<file path="src/rtl/shift_reg_sequencer.sv">
// shift_reg_sequencer
// Command-driven controller for a 4-bit universal shift register. Accepts one
// command (load, shift right, shift left, rotate right) over valid/ready and
// sequences the register's mode selects, parallel word and serial fill bits,
// then pulses done (or aborted when cancelled).
module shift_reg_sequencer #(
    parameter int WIDTH = 4,
    parameter int CNT_W = 3
) (
    input  logic             clk,
    input  logic             clear,
    input  logic             cmd_valid,
    output logic             cmd_ready,
    input  logic [1:0]       cmd_op,
    input  logic [WIDTH-1:0] cmd_data,
    input  logic [CNT_W-1:0] cmd_count,
    input  logic             cmd_fill,
    input  logic             abort,
    input  logic [WIDTH-1:0] reg_q,
    output logic             S0,
    output logic             S1,
    output logic [WIDTH-1:0] par_out,
    output logic             msb_in,
    output logic             lsb_in,
    output logic             busy,
    output logic             done,
    output logic             aborted
);

    typedef enum logic [2:0] {
        IDLE  = 3'd0,
        LOAD  = 3'd1,
        SHIFT = 3'd2,
        DONE  = 3'd3,
        ABORT = 3'd4
    } state_t;

    typedef enum logic [1:0] {
        OP_LOAD = 2'b00,
        OP_SHR  = 2'b01,
        OP_SHL  = 2'b10,
        OP_ROR  = 2'b11
    } op_t;

    // Register mode encoding as seen on {S0,S1}.
    localparam logic [1:0] MODE_HOLD = 2'b00;
    localparam logic [1:0] MODE_SHR  = 2'b01;
    localparam logic [1:0] MODE_SHL  = 2'b10;
    localparam logic [1:0] MODE_LOAD = 2'b11;

    state_t           state, state_n;
    logic [1:0]       mode, mode_n;
    logic [CNT_W-1:0] cnt, cnt_n;
    logic [WIDTH-1:0] par_n;
    op_t              op_q, op_n;
    logic             fill_q, fill_n;

    // Only reg_q[0] feeds the rotate path; the upper bits are monitored nowhere.
    logic unused_q;
    assign unused_q = ^reg_q[WIDTH-1:1];

    assign cmd_ready = (state == IDLE) & ~clear;
    assign busy      = (state != IDLE);
    assign done      = (state == DONE);
    assign aborted   = (state == ABORT);
    assign {S0, S1}  = mode;

    // State and datapath registers; clear drops any command and holds the register.
    always_ff @(posedge clk or posedge clear) begin
        if (clear) begin
            state   <= IDLE;
            mode    <= MODE_HOLD;
            cnt     <= '0;
            par_out <= '0;
            op_q    <= OP_LOAD;
            fill_q  <= 1'b0;
        end else begin
            // NOTE: non-blocking assignments so every register samples the
            // pre-edge values computed by the combinational block.
            state   <= state_n;
            mode    <= mode_n;
            cnt     <= cnt_n;
            par_out <= par_n;
            op_q    <= op_n;
            fill_q  <= fill_n;
        end
    end

    // Next-state and next-datapath decode; abort overrides completion.
    always_comb begin
        // NOTE: every target gets a default first so no path can infer a latch.
        state_n = state;
        mode_n  = mode;
        cnt_n   = cnt;
        par_n   = par_out;
        op_n    = op_q;
        fill_n  = fill_q;
        case (state)
            IDLE: begin
                if (cmd_valid && cmd_ready) begin
                    if (op_t'(cmd_op) == OP_LOAD) begin
                        state_n = LOAD;
                        par_n   = cmd_data;
                        mode_n  = MODE_LOAD;
                    end else begin
                        op_n   = op_t'(cmd_op);
                        fill_n = cmd_fill;
                        if (cmd_count != '0) begin
                            state_n = SHIFT;
                            cnt_n   = cmd_count;
                            mode_n  = (op_t'(cmd_op) == OP_SHL) ? MODE_SHL : MODE_SHR;
                        end else begin
                            state_n = DONE;
                        end
                    end
                end
            end
            LOAD: begin
                state_n = DONE;
                mode_n  = MODE_HOLD;
            end
            SHIFT: begin
                cnt_n = cnt - 1'b1;
                if (cnt == CNT_W'(1)) begin
                    state_n = DONE;
                    mode_n  = MODE_HOLD;
                end
            end
            DONE:    state_n = IDLE;
            ABORT:   state_n = IDLE;
            default: state_n = IDLE;
        endcase
        if (state != IDLE && abort) begin
            state_n = ABORT;
            mode_n  = MODE_HOLD;
        end
    end

    // Serial inputs: only live while shifting; rotate wraps the LSB back in.
    always_comb begin
        msb_in = 1'b0;
        lsb_in = 1'b0;
        if (state == SHIFT) begin
            case (op_q)
                OP_SHR:  msb_in = fill_q;
                OP_ROR:  msb_in = reg_q[0];
                OP_SHL:  lsb_in = fill_q;
                default: ;
            endcase
        end
    end

endmodule
</file>
<file path="config.mk">
export PLATFORM = sky130hd
export DESIGN_NAME = shift_reg_sequencer
export DESIGN_NICKNAME = d
export VERILOG_FILES = /design/src/rtl/shift_reg_sequencer.sv
export SDC_FILE = /design/constraint.sdc
export NUM_CORES = 1
export LEC_CHECK = 0
export CORE_MARGIN = 2
export CORE_UTILIZATION = 50
export CTS_BUF_LIST = sky130_fd_sc_hd__clkbuf_2 sky130_fd_sc_hd__clkbuf_4 sky130_fd_sc_hd__clkbuf_8
export CTS_CLUSTER_SIZE = 30
export DETAILED_ROUTE_END_ITERATION = 10
export PLACE_DENSITY = 0.86
export SLEW_MARGIN = 10
export SYNTH_ARGS = -nofsm -noshare
export SYNTH_HDL_FRONTEND = slang
export SYNTH_SLANG_ARGS = --single-unit
</file>
<file path="constraint.sdc">
create_clock -name clk -period 4.3 [get_ports clk]
set_input_delay 0.645 -clock clk [delete_from_list [all_inputs] [get_ports clk]]
set_output_delay 0.645 -clock clk [all_outputs]
set_load 0.05 [all_outputs]
</file>
# Yosys cells after proc, flatten, opt, wreduce, memory -nomap -nowiden
# Index checks and enable logic that the tools add are counted.
# Widths: inputs -> output; s select.
# word_totals
regBits	15
inputBits	18
out_inout_bits	12
elab_cells	59
# classes
add_sub_neg	1
n_eq_ne	15
mux	21
bitwise	3
n_reduce_logical	13
# op_table
op	count
$mux 3	6
$mux 2	7
$pmux 3 s3	1
$reduce_and 4->1	2
$eq 2x2->1 const B	3
$eq 3x1->1 const B	2
$eq 3x2->1 const B	2
$pmux 2 s3	1
$pmux 3 s2	1
$reduce_and 3->1	2
$reduce_bool 3->1	2
$mux 1	4
$ne 2x1->1 const B	2
$ne 4x1->1 const B	1
$reduce_bool 4->1	1
$eq 3x3->1 const B	1
$logic_not 3->1	1
$ne 3x1->1 const B	1
$ne 3x3->1 const B	1
$sub 3x1->3 const B	1
$eq 2x1->1 const B	1
$logic_and 1x1->1	2
$logic_not 2->1	1
$ne 2x2->1 const B	1
5 further kinds	6

# Logic depth before layout (Yosys ltp)
# Gate-level depths: netlist (run 1).
# depth
ltp_word	7
depth_mapped	6

# Worst setup path before layout (run 1)
# OpenSTA, ideal clock, no wires.
# synth_timing
kind	register to output
from	register state[2]
to	output msb_in
arrival_time_ns	2.241
required_ns	3.655
path_slack_ns	1.414
stages_incl_launch_ff	5
n_path_buf	2
path_cell_list	dfrtp_1 -> buf_6 -> or3b_2 -> clkbuf_1 -> nor3b_1
# synth_via
elab_chain_cells	2
# synth_lines
item	line	text
start: declaration	51	state_t state, state_n;
start signal: assignment	80	state <= state_n;
$eq 3x2->1	143	if (state == SHIFT) begin
$mux 1	143	
end: declaration	23	output logic msb_in,
# Every way passes these cells.

# Worst setup path in the final report (run 1)
# Ends and elaborated chain as after synthesis.

==> results_dict.tcl, run 1 <==
set metrics [dict create \
    cts_buffers 3 \
    cpPeakStageDelay_ns 0.84 \
    hold_violations 0 \
    cts_resized 0 \
    crit_chain "or3b_2, nor3b_1, clkdlybuf4s50_1" \
    whs_path_depth 1 \
    synth_cell_types 36 \
    max_slew.worst_pin.slew_ns 0.563 \
    reg2reg_to "mode[1]" \
    r2r_slack_ns 2.50 \
    dr.pass1.iters 4 \
    initial_core_util_pct 52.7 \
    final_util_pct 68.7 \
    grt_max_degree 16 \
    instances_no_fill 141 \
    dp_hpwl_mm 1.50 \
    area_delta_synth_final_pct 30.5 \
    core_sq_um 1710 \
    num_rows 15 \
    setup_viol 0 \
    clock_latency_ns 0.28 \
    wl_per_cell_um 13.4 \
    relSlewSlack_pct 62.4 \
    die_h_um 46.4 \
    clock_path_buffers 2 \
    crit_fanout 10 \
    n_fill_cell 131 \
    grt_usage_pct 19.1 \
    ant_nets 0 \
    fmax_mhz 328 \
    rsz0062_at_grt "no" \
    io_buffer_count 26 \
    cp_top_family "buffers and inverters" \
    fin_nets 137 \
    antenna_found_initial 0 \
    gp_congestion 0.872 \
    endpoint_kind "output pin" \
    maxCapViolations 0 \
    grt_pass1_vias 752 \
    worst-path-buf-inv 1 \
    synth.avg_cell_area_sq_um 9.89 \
    ys_ff_latch 15 \
    drc 0 \
    hold_path.class "flop to flop" \
    dieArea_sq_um 2150 \
    cts_sinks 15 \
    crit_required_ns 3.65 \
    io_pins 30 \
    hold_start "cnt[1]" \
    ctsHoldBuffers 0 \
    vias 758 \
    period_needed_ns 3.05 \
    vias_per_cell 5.38 \
    cp.arrival_ns 2.40 \
    overflow 0 \
    dr.first_iter.drc_count 21 \
    fin_setup_tns_ns 0 \
    reg2reg_depth 6 \
    syn_nets 111 \
    slowest_stage "clkdlybuf4s50_1" \
    path_clk_slew_ns 0.10 \
    antenna_cells 0 \
    ys_seq_area_share_pct 41.7 \
    synth_cells 91 \
    root_buffer "clkbuf_4" \
    finalMaxSlewViolations 0 \
    netlist_area_sq_um 900 \
    postCtsSetupBuffers 0 \
    crit_path_start_kind "flop" \
    tritoncts "yes" \
    reg2reg_from "cnt[1]" \
    cts-htree-levels 1 \
    dp_cells 137 \
    grt_pass1_wl_mm 2.96 \
    worst_ir_drop_vdd_v 0.000491 \
    dieWidth_um 46.4 \
    yosysWarnings 0 \
    wl_mm 1.89 \
    critical_path_class "flop to output pin" \
    status "complete, no violations" \
    holdPathEnd "cnt[1]" \
    clock_skew_ns 0.00531 \
    drive_gt1_share_pct 16.4 \
    p_per_area_nw_per_um2 722 \
    power_leakage_uw 0.000511 \
    finalCritPeriodShare_pct 70.9 \
]
## layout make-up
class                      count  area (sq um)  area share [%]
multi-input combinational     64           453            38.6
clock buffer                   3          22.5            1.92
inverter                       7          26.3            2.24
clock inverter                 1          5.00           0.426
tap                           25          31.3            2.67
sequential                    15           375            32.0
timing repair buffer          26           260            22.2
## per-layer routing
| layer | vias up | wire length, um | GRT usage [%] |
|---|---|---|---|
| met5 | - | 0 | 0 |
| met4 | 0 | 0 | 5.14 |
| met3 | 0 | 106 | 3.92 |
| met2 | 26 | 978 | 35.8 |
| met1 | 365 | 802 | 21.4 |
| li1 | 367 | - | - |
## per-stage QoR
step | total power [uW] | hold WS, ns | setup WS, ns | cell area, sq um
2_1_floorplan | 648 | 0.478 | 1.41 | 900
3_3_place_gp | 752 | 0.477 | 1.46 | 1150
3_5_place_dp | 771 | 0.496 | 1.44 | 1150
4_1_cts | 852 | 0.516 | 1.23 | 1170
5_1_grt | 896 | 0.542 | 1.16 | 1170
6_report | 848 | 0.516 | 1.25 | 1170
## cells in the final DEF, fill, tap and decap left out
cell             instances
nand2_2                  1
a32oi_1                  1
or3_4                    1
a2bb2oi_1                1
nor2_4                   1
mux2i_1                  3
or2_2                    1
o21ai_0                  5
a21oi_1                  5
o22a_2                   1
clkdlybuf4s50_1         26
a21boi_0                 1
nor2_1                   8
ha_1                     2
xor2_1                   1
a31oi_1                  1
clkbuf_4                 3
o41ai_1                  1
or3b_2                   2
a31o_2                   1
and2_2                   1
nor3b_1                  1
nand2_1                  6
dfrtp_1                 15
o31a_1                   1
mux2_2                   5
a22o_1                   1
clkinv_2                 1
inv_1                    7
nor2b_1                  2
mux2_1                   1
nand2b_1                 2
o211ai_1                 1
nor3_1                   4
mux2_4                   1
o31ai_1                  1
## report_power, final
group | total (uW) | switching, uW | internal [uW]
Combinational | 500 | 291 | 208
Sequential | 267 | 60.5 | 207
Clock | 80.7 | 46.2 | 34.4
## synth_stat cells (all sizes together)
master / number / share of area [%]
o31ai: 1 / 0.83
or2: 1 / 0.70
a21oi: 5 / 2.8
o21ai: 5 / 2.8
a31oi: 1 / 0.70
o41ai: 1 / 0.97
or3b: 2 / 1.9
or3: 1 / 1.3
nor2b: 2 / 1.4
a32oi: 1 / 0.97
a21boi: 1 / 0.83
mux2i: 3 / 3.3
nand2: 7 / 3.2
nor2: 9 / 4.6
o22a: 1 / 1.1
a31o: 1 / 0.97
nand2b: 2 / 1.4
a22o: 1 / 0.97
nor3b: 1 / 0.83
mux2: 7 / 9.2
xor2: 1 / 0.97
o211ai: 1 / 0.83
ha: 2 / 2.8
and2: 1 / 0.83
dfrtp: 15 / 42
clkbuf: 1 / 0.42
a2bb2oi: 1 / 0.97
o31a: 1 / 0.97
inv: 7 / 2.9
nor3: 4 / 2.2
buf: 4 / 4.6
## how the worst max path moves through the flow
| stage | to | from | cells after the start |
|---|---|---|---|
| floorplan | msb_in | state[2] | 4 |
| global placement | msb_in | reg_q[0] | 4 |
| detailed placement | msb_in | reg_q[0] | 4 |
| CTS | msb_in | state[2] | 3 |
| global route | msb_in | state[1] | 3 |
| finish | msb_in | state[2] | 3 |
## sequential cells by signal, indices dropped and copies added (netlist names)
register,count
par_out,4
cnt,3
state,3
mode,2
op_q,2
fill_q,1
## cell families after synthesis
family	Yosys count	synth area share, %
simple gates	30	18.4
compound gates	21	15.7
flops	15	41.7
buf+inv	12	7.93
mux	10	12.5
fa+ha+maj	2	2.78
xor+xnor	1	0.974
## worst reg2reg max path, cell delays in order (launching register included)
cell and delay, ns:
dfrtp_1 0.38, inv_1 0.07, ha_1 0.13, or3b_2 0.46
a21oi_1 0.17, o22a_2 0.19, mux2_4 0.30
(Power assumes the default switching activity.)
==> inputs of run 2 (changes only) <==
--- a/config.mk
+++ b/config.mk
@@ -6,11 +6,11 @@
 export NUM_CORES = 1
 export LEC_CHECK = 0
 export CORE_MARGIN = 2
-export CORE_UTILIZATION = 50
+export CORE_UTILIZATION = 42
 export CTS_BUF_LIST = sky130_fd_sc_hd__clkbuf_2 sky130_fd_sc_hd__clkbuf_4 sky130_fd_sc_hd__clkbuf_8
 export CTS_CLUSTER_SIZE = 30
 export DETAILED_ROUTE_END_ITERATION = 10
-export PLACE_DENSITY = 0.86
+export PLACE_DENSITY = 0.77
 export SLEW_MARGIN = 10
 export SYNTH_ARGS = -nofsm -noshare
 export SYNTH_HDL_FRONTEND = slang
==> constraint.sdc (replaced) <==
create_clock -name clk -period 2.6 [get_ports clk]
set_input_delay 0.39 -clock clk [delete_from_list [all_inputs] [get_ports clk]]
set_output_delay 0.39 -clock clk [all_outputs]
set_load 0.05 [all_outputs]
==> results_dict.tcl, run 2 (synthesis results as in run 1) <==
set metrics [dict create \
    antenna_cells 0 \
    p_switching_uw 641 \
    fin_nets 138 \
    vias 747 \
    cts_buffers 3 \
    drive_gt1_share_pct 19.7 \
    max_slew.worst_pin.slew_ns 0.556 \
    grt_usage_pct 17.0 \
    grt_pass1_wl_mm 3.26 \
    mostFrequentLayoutCells "clkdlybuf4s50_1, dfrtp_1, nor2_1" \
    critical_path_class "flop to output pin" \
    power_leakage_uw 0.000535 \
    dr.first_iter.drc_count 12 \
    status "complete, no violations" \
    grt_pass1_vias 787 \
    power_frac_seq_pct 31.3 \
    core_sq_um 1980 \
    die_h_um 50.3 \
    dp_hpwl_mm 1.50 \
    grt_max_degree 16 \
    clock_path_buffers 2 \
    endpoint_kind "output pin" \
    period_needed_ns 2.33 \
    initial_core_util_pct 45.4 \
    vias_per_cell 5.19 \
    antenna_found_initial 0 \
    intPower_uw 756 \
    layout_commonest_cell "clkdlybuf4s50_1" \
    root_buffer "clkbuf_4" \
    crit_required_ns 2.21 \
    wl_per_cell_um 12.4 \
    finalCritPeriodShare_pct 89.7 \
    fin_setup_tns_ns 0 \
    overflow 0 \
    cts_resized 0 \
    wl_mm 1.79 \
    clock_skew_ns 0.00709 \
    hold_violations 0 \
    io_buffer_count 26 \
    dieWidth_um 50.3 \
    top_register "par_out" \
    cts-htree-levels 1 \
    fmax_mhz 429 \
    tritoncts "yes" \
    swShare_pct 45.9 \
    io_pins 30 \
    relSlewSlack_pct 62.9 \
    dr.pass1.iters 4 \
    largest_reg_flops 4 \
    area_delta_synth_final_pct 32.1 \
    power_frac_comb_pct 58.9 \
    finalMaxSlewViolations 0 \
    p_per_area_nw_per_um2 1180 \
    top_regs "par_out: 4 flops, cnt: 3 flops, state: 3 flops" \
    crit_path_start_kind "flop" \
    path_clk_slew_ns 0.09 \
    maxCapViolations 0 \
    gp_congestion 0.842 \
    postCtsSetupBuffers 0 \
    hold_path.class "flop to flop" \
    setup_viol 0 \
    clockPowerShare_pct 9.7 \
    cts_sinks 15 \
    worst_ir_drop_vdd_v 0.000642 \
    num_rows 16 \
    drc 0 \
    ctsHoldBuffers 0 \
    cp.arrival_ns 1.94 \
    clock_latency_ns 0.27 \
    whs_ns 0.503 \
    crit_fanout 10 \
    rsz0062_at_grt "no" \
    ant_nets 0 \
    dieArea_sq_um 2530 \
]
==> run 2: area by class of cell <==
cell class | instances | area [sq um]
timing repair buffer | 27 | 265
clock buffer | 4 | 30.0
sequential | 15 | 375
fill | 158 | 793
inverter | 7 | 26.3
multi-input combinational | 64 | 458
tap | 27 | 33.8
==> run 2: routing by layer <==
metal / part of all wire (%) / vias to the layer above / global-route usage [%] / routed length (um)
met5: 0 / - / 0 / 0
met4: 0.61 / 0 / 5.56 / 11
met3: 7.0 / 2 / 4.17 / 126
met2: 48 / 24 / 29.4 / 857
met1: 44 / 353 / 20.5 / 795
li1: - / 368 / - / -
==> run 2: final timing paths <==
path	startpoint	endpoint	slack, ns	depth (start not counted)
max in group asynchronous	clear	cnt[0]	1.69	2
hold / removal	par_out[3]	par_out[3]	0.50	1
min in group asynchronous	clear	par_out[0]	0.54	2
hold reg to reg	par_out[3]	par_out[3]	0.50	1
setup / recovery	state[2]	busy	0.27	2
setup reg to reg	cnt[1]	mode[1]	0.79	6
==> run 2: worst max-delay path: stages (launching register included) <==
cell             delay (ns)
dfrtp_1                0.47
or3_4                  0.48
clkdlybuf4s50_1        0.72
==> run 2: power groups by stage <==
| stage | sequential (uW) | combinational, uW | clock [uW] |
|---|---|---|---|
| after detailed placement | 443 | 833 | 0 |
| after floorplan | 566 | 510 | 0 |
| after global placement | 436 | 820 | 0 |
| final | 438 | 824 | 136 |
| after global routing | 460 | 888 | 161 |
| after CTS | 440 | 834 | 144 |
==> run 2: through the flow <==
step | cells | utilization [%] | total power (uW) | instance area, sq um | worst slack, ns
floorplan | 91 | - | 1080 | 905 | 0.0244
global placement | 140 | 58.3 | 1260 | 1160 | 0.375
detailed placement | 140 | 58.3 | 1280 | 1160 | 0.372
CTS | 144 | 59.8 | 1420 | 1190 | 0.0445
global route | 144 | 60.0 | 1510 | 1190 | 0.168
finish | 144 | 60.0 | 1400 | 1190 | 0.267
==> inputs of run 3 (changes only) <==
--- a/config.mk
+++ b/config.mk
@@ -8,7 +8,6 @@
 export CORE_MARGIN = 2
 export CORE_UTILIZATION = 42
 export CTS_BUF_LIST = sky130_fd_sc_hd__clkbuf_2 sky130_fd_sc_hd__clkbuf_4 sky130_fd_sc_hd__clkbuf_8
-export CTS_CLUSTER_SIZE = 30
 export DETAILED_ROUTE_END_ITERATION = 10
 export PLACE_DENSITY = 0.77
 export SLEW_MARGIN = 10
==> results of run 3 <==
Same layout as run 2: the final DEF is identical, and so are final timing and power.
